[config.mk]
export PLATFORM = sky130hd
export DESIGN_NAME = axis_operand_fork
export DESIGN_NICKNAME = d
export VERILOG_FILES = /design/src/rtl/axis_operand_fork.sv
export SDC_FILE = /design/constraint.sdc
export NUM_CORES = 1
export LEC_CHECK = 0
export ABC_AREA = 1
export CORE_AREA = 5 5 410 412
export DETAILED_ROUTE_END_ITERATION = 7
export DIE_AREA = 0 0 415 417
export PLACE_DENSITY = 0.56
export SLEW_MARGIN = 15
export SYNTH_ARGS = -nofsm -noshare
export SYNTH_HDL_FRONTEND = slang
export SYNTH_SLANG_ARGS = --single-unit
[constraint.sdc]
create_clock -name aclk -period 61.2 [get_ports aclk]
set_input_delay 12.24 -clock aclk [delete_from_list [all_inputs] [get_ports aclk]]
set_output_delay 12.24 -clock aclk [all_outputs]
set_load 0.005 [all_outputs]
[src/rtl/axis_operand_fork.sv]
// Splits one packed AXI-stream operand beat into C_NUM_CHANNELS independent
// per-channel streams; each channel hands off its slice once per beat.
`timescale 1ns/1ps
module axis_operand_fork #(
   parameter int unsigned C_DATA_WIDTH   = 256,
   parameter int unsigned C_NUM_CHANNELS = 2,
   parameter int unsigned FIFO_DEPTH     = 2,
   parameter int unsigned CNT_BITS       = 32
) (
   input  logic                                          aclk,
   input  logic                                          areset,
   input  logic                                          s_tvalid,
   input  logic [C_NUM_CHANNELS*C_DATA_WIDTH-1:0]        s_tdata,
   output logic                                          s_tready,
   output logic [C_NUM_CHANNELS-1:0]                     m_tvalid,
   output logic [C_NUM_CHANNELS-1:0][C_DATA_WIDTH-1:0]   m_tdata,
   input  logic [C_NUM_CHANNELS-1:0]                     m_tready,
   output logic [CNT_BITS-1:0]                           o_dispatched
);

   localparam int unsigned BEAT_W = C_NUM_CHANNELS * C_DATA_WIDTH;
   localparam int unsigned PTR_W  = $clog2(FIFO_DEPTH);
   localparam int unsigned OCC_W  = PTR_W + 1;

   logic [BEAT_W-1:0]         mem [FIFO_DEPTH];
   logic [PTR_W-1:0]          wr_ptr;
   logic [PTR_W-1:0]          rd_ptr;
   logic [OCC_W-1:0]          count;
   logic [OCC_W-1:0]          count_next;
   logic [C_NUM_CHANNELS-1:0] done;
   logic [C_NUM_CHANNELS-1:0] done_next;
   logic [C_NUM_CHANNELS-1:0] hs;
   logic [BEAT_W-1:0]         head;
   logic                      not_empty;
   logic                      push;
   logic                      pop;
   logic                      all_done;

   // Handshake, join and occupancy logic; m_tvalid depends only on registered state.
   always_comb begin
      not_empty  = (count != '0);
      push       = s_tvalid && s_tready;
      m_tvalid   = not_empty ? ~done : '0;
      hs         = m_tvalid & m_tready;
      all_done   = &(done | hs);
      pop        = all_done && not_empty;
      count_next = count + OCC_W'(push) - OCC_W'(pop);
      done_next  = pop ? '0 : (done | hs);
   end

   // Present the head beat, one slice per channel.
   always_comb begin
      head = mem[rd_ptr];
      for (int unsigned i = 0; i < C_NUM_CHANNELS; i++) begin
         m_tdata[i] = head[i*C_DATA_WIDTH +: C_DATA_WIDTH];
      end
   end

   // Beat storage is deliberately left unreset.
   always_ff @(posedge aclk) begin
      if (push) begin
         mem[wr_ptr] <= s_tdata;
      end
   end

   always_ff @(posedge aclk or posedge areset) begin
      if (areset) begin
         wr_ptr       <= '0;
         rd_ptr       <= '0;
         count        <= '0;
         done         <= '0;
         s_tready     <= 1'b0;
         o_dispatched <= '0;
      end else begin
         if (push) begin
            wr_ptr <= wr_ptr + PTR_W'(1);
         end
         if (pop) begin
            rd_ptr       <= rd_ptr + PTR_W'(1);
            o_dispatched <= o_dispatched + CNT_BITS'(1);
         end
         count    <= count_next;
         done     <= done_next;
         s_tready <= (count_next < OCC_W'(FIFO_DEPTH));
      end
   end

endmodule

==> out/metrics.yaml <==
core.rowCount: 149
worst_hold_path_type: "reg2reg"
slew-limit-headroom: 0.252
clock_root_buffer: "sky130_fd_sc_hd__clkbuf_16"
post_cts.repair.setup_buffers: 0
setup_violations: 0
gp_routability_congestion: 0.935
async_sr_flop_fraction: 0.0367
fillCellCount: 16100
placeableCoreArea_um2: 164000
drt_drc_violations_left: 0
synth_largest_type_area_fraction: 0.784
place.detailed.hpwl_um: 116000
reg2reg_to: "mem[0][89]"
wl_per_cell_um: 24.4
ctsLongestPathBuffers: 3
routed_wirelength_um: 155000
r2r_cells: 6
postSynthNetCount: 3470
worst_setup_path_startpoint: "rd_ptr"
buffer_and_inverter_count_on_the_worst_path: 5
worstSetupPathType: "reg2out"
critical-path-top-delay-family: "buffers and inverters"
dpl_cell_area_um2: 52400
drive_gt1_frac: 0.0535
setup.reg_to_reg.worst_slack_ns: 56.65
grt_remaining_overflow: 0
yosys-top-cells-area: "sky130_fd_sc_hd__edfxtp_1, sky130_fd_sc_hd__nand2_1, sky130_fd_sc_hd__dfrtp_1, sky130_fd_sc_hd__clkbuf_1, sky130_fd_sc_hd__buf_2"
report.power.total_mw: 2.63
total_number_of_yosys_warnings: 0
yosysTopAreaCell: "sky130_fd_sc_hd__edfxtp_1"
cap_viol_max_count: 0
clock_buffers_created_by_tritoncts: 117
clock-skew-final_ns: 0.0328
grt_pass1_vias: 25700
portBuffers: 1063
sink_count: 1063
cts_tree: "done"
yosys_most_used_dff: "sky130_fd_sc_hd__edfxtp_1"
end_kind: "output pin"
worst_hold_path.endpoint: "o_dispatched[6]"
post_cts_resized: 0
ys_ff_latch: 1063
final_max_slew_viol_count: 0
max_stage_delay_ns: 0.85
clock_tree.htree_level_count: 3
detail_route.first_pass.iterations: 5
tightest_slew_ns: 1.12
io-pin-count: 1064
synth.distinct_cells: 27
postSynthAreaPerCell_um2: 13.3
critical_path.max_fanout: 78
die_w_um: 415
power_density_nw_per_um2: 46.8
cpMostUsedCell: "sky130_fd_sc_hd__buf_4"
die-height_um: 417
rsz_0062_raised_after_global_routing: "no"
initial_utilization: 0.239
ant_nets: 0
reg2reg_from: "s_tready"
min_delay_path_depth: 1
cp.required_ns: 48.96
min-delay-start: "o_dispatched[6]"
timing_hold_violations_final: 0
mappedNetlistArea_um2: 39200
seq_area_frac_synth: 0.809
dr_total_vias: 26400
achievable-frequency_ghz: 0.0566
final_nets: 4560
fp.dieArea_um2: 173000
vias_per_cell: 4.15
outcome: "completed"
worst_ep_arrival_time_ns: 5.43
grt_antenna_before_repair: 58
max-vdd-ir-drop_uv: 39.0
first_iter_violations: 1931
ff_latch_area_um2: 31700
worst_setup_path_start_kind: "flip-flop"
clk_pin_slew_ns: 0.06
timing.critical_path.slowest_stage_cell: "sky130_fd_sc_hd__buf_4"
period_needed_ns: 17.67
crit_chain: "buf_4, buf_4, buf_4, buf_4, nand2_1, nand2_1, clkdlybuf4s50_1"
final_layout_setup_total_negative_slack_ns: 0
grt_first_pass_wirelength_um: 207000
worst_skew_pair.late_latency_ns: 0.72
globalRouteTotalUtil: 0.170
post-route-worst-setup-slack_ns: 43.53
multi_input_comb_area_um2: 6880
number_of_enable_flip_flop_cells_after_synthesis: 1024
area_growth_syn_to_layout_pct: 43.2
instance_count_of_the_mapped_netlist: 2950
finish.instance_area_um2: 56200
largest_net_degree_at_the_start_of_global_routing: 181
fin_crit_sh: 0.289
placement.setup.worst_slack_ns: 44.23
power.leakage_nw: 21.0
hold_buffers: 0
==> cell type report <==
class / count / area share
timing repair buffer: 1087 / 0.193
clock inverter: 65 / 0.0119
clock buffer: 148 / 0.0551
antenna: 33 / 0.00147
multi-input combinational: 1736 / 0.122
tap: 2189 / 0.0487
sequential: 1063 / 0.565
inverter: 35 / 0.00247
==> through the flow <==
step	utilization	hold slack, ns	cells
after CTS	0.342	0.512	6323
after floorplan	-	0.485	2950
after global placement	0.319	0.494	6110
after global routing	0.342	0.544	6332
final	0.343	0.508	6356
after detailed placement	0.319	0.503	6110
==> worst reg2reg max path, stage by stage (launching register included) <==
cell and delay, ns:
sky130_fd_sc_hd__dfrtp_1 0.36, sky130_fd_sc_hd__nand2_1 0.19, sky130_fd_sc_hd__nor2_4 0.12, sky130_fd_sc_hd__buf_4 0.67, sky130_fd_sc_hd__buf_4 0.90, sky130_fd_sc_hd__buf_4 0.91, sky130_fd_sc_hd__buf_4 0.95
==> power by group <==
part	switching, mW	total (mW)	internal (mW)
clock	0.291	0.694	0.403
combinational	0.547	0.947	0.399
sequential	0.0375	0.990	0.952
==> metal layers <==
metal | track usage | part of all wire
met3 | 0.0512 | 0.072
met4 | 0.0617 | 0.032
met5 | 0 | 0.0013
met2 | 0.296 | 0.51
met1 | 0.200 | 0.39
==> cells in the final DEF, fill, tap and decap left out, types with 4 or more instances in the layout <==
cell type / n
sky130_fd_sc_hd__xnor2_2: 5
sky130_fd_sc_hd__xnor2_1: 10
sky130_fd_sc_hd__buf_4: 20
sky130_fd_sc_hd__nand4_1: 5
sky130_fd_sc_hd__clkdlybuf4s50_1: 1063
sky130_fd_sc_hd__nand2_2: 11
sky130_fd_sc_hd__buf_12: 4
sky130_fd_sc_hd__nand2_1: 1608
sky130_fd_sc_hd__bufinv_16: 11
sky130_fd_sc_hd__diode_2: 33
sky130_fd_sc_hd__nor2_2: 11
sky130_fd_sc_hd__clkbuf_16: 118
sky130_fd_sc_hd__clkinv_1: 28
sky130_fd_sc_hd__nand3_1: 23
sky130_fd_sc_hd__clkinv_2: 16
sky130_fd_sc_hd__edfxtp_1: 1024
sky130_fd_sc_hd__dfrtp_1: 38
sky130_fd_sc_hd__nor2_4: 5
sky130_fd_sc_hd__inv_1: 33
sky130_fd_sc_hd__clkbuf_1: 27
sky130_fd_sc_hd__xor2_1: 9
sky130_fd_sc_hd__nor2_1: 38
==> how the worst max path moves through the flow <==
stage                              end  slack [ns]  depth (start not counted)
after CTS                 m_tdata[461]       43.35                          7
after floorplan              mem[0][0]       26.27                          2
final                     m_tdata[367]       43.53                          7
after global routing      m_tdata[500]       43.14                          7
after global placement     mem[0][118]       44.29                          7
after detailed placement  m_tdata[367]       44.23                          7
==> synthesized netlist by cell type (3+ instances only) <==
| cell type | instances |
|---|---|
| sky130_fd_sc_hd__nor2_4 | 3 |
| sky130_fd_sc_hd__nand4_1 | 5 |
| sky130_fd_sc_hd__inv_1 | 34 |
| sky130_fd_sc_hd__nand2_1 | 1608 |
| sky130_fd_sc_hd__nand2_2 | 11 |
| sky130_fd_sc_hd__nor2_1 | 40 |
| sky130_fd_sc_hd__edfxtp_1 | 1024 |
| sky130_fd_sc_hd__nor2_2 | 11 |
| sky130_fd_sc_hd__xnor2_1 | 10 |
| sky130_fd_sc_hd__xor2_1 | 9 |
| sky130_fd_sc_hd__nand3_1 | 23 |
| sky130_fd_sc_hd__buf_2 | 38 |
| sky130_fd_sc_hd__ha_1 | 3 |
| sky130_fd_sc_hd__clkbuf_1 | 61 |
| sky130_fd_sc_hd__xnor2_2 | 5 |
| sky130_fd_sc_hd__buf_1 | 14 |
| sky130_fd_sc_hd__dfrtp_1 | 39 |
==> registers in the layout, summed over array words and instances, names as in the netlist <==
name	flops
o_dispatched	32
rd_ptr	1
wr_ptr	1
count	2
mem	1024
done	2
s_tready	1
==> cell families (layout without fill, tap and decap cells) <==
group,count (synthesis),after routing,share of synthesized area
compound gates,3,3,0.000574
xor+xnor,24,24,0.00631
simple gates,1706,1706,0.167
buf+inv,151,1335,0.0165
fa+ha+maj,3,3,0.000957
flops,1063,1063,0.809
other cells,0,33,0
Note: power is estimated with default switching activity, not from simulation.
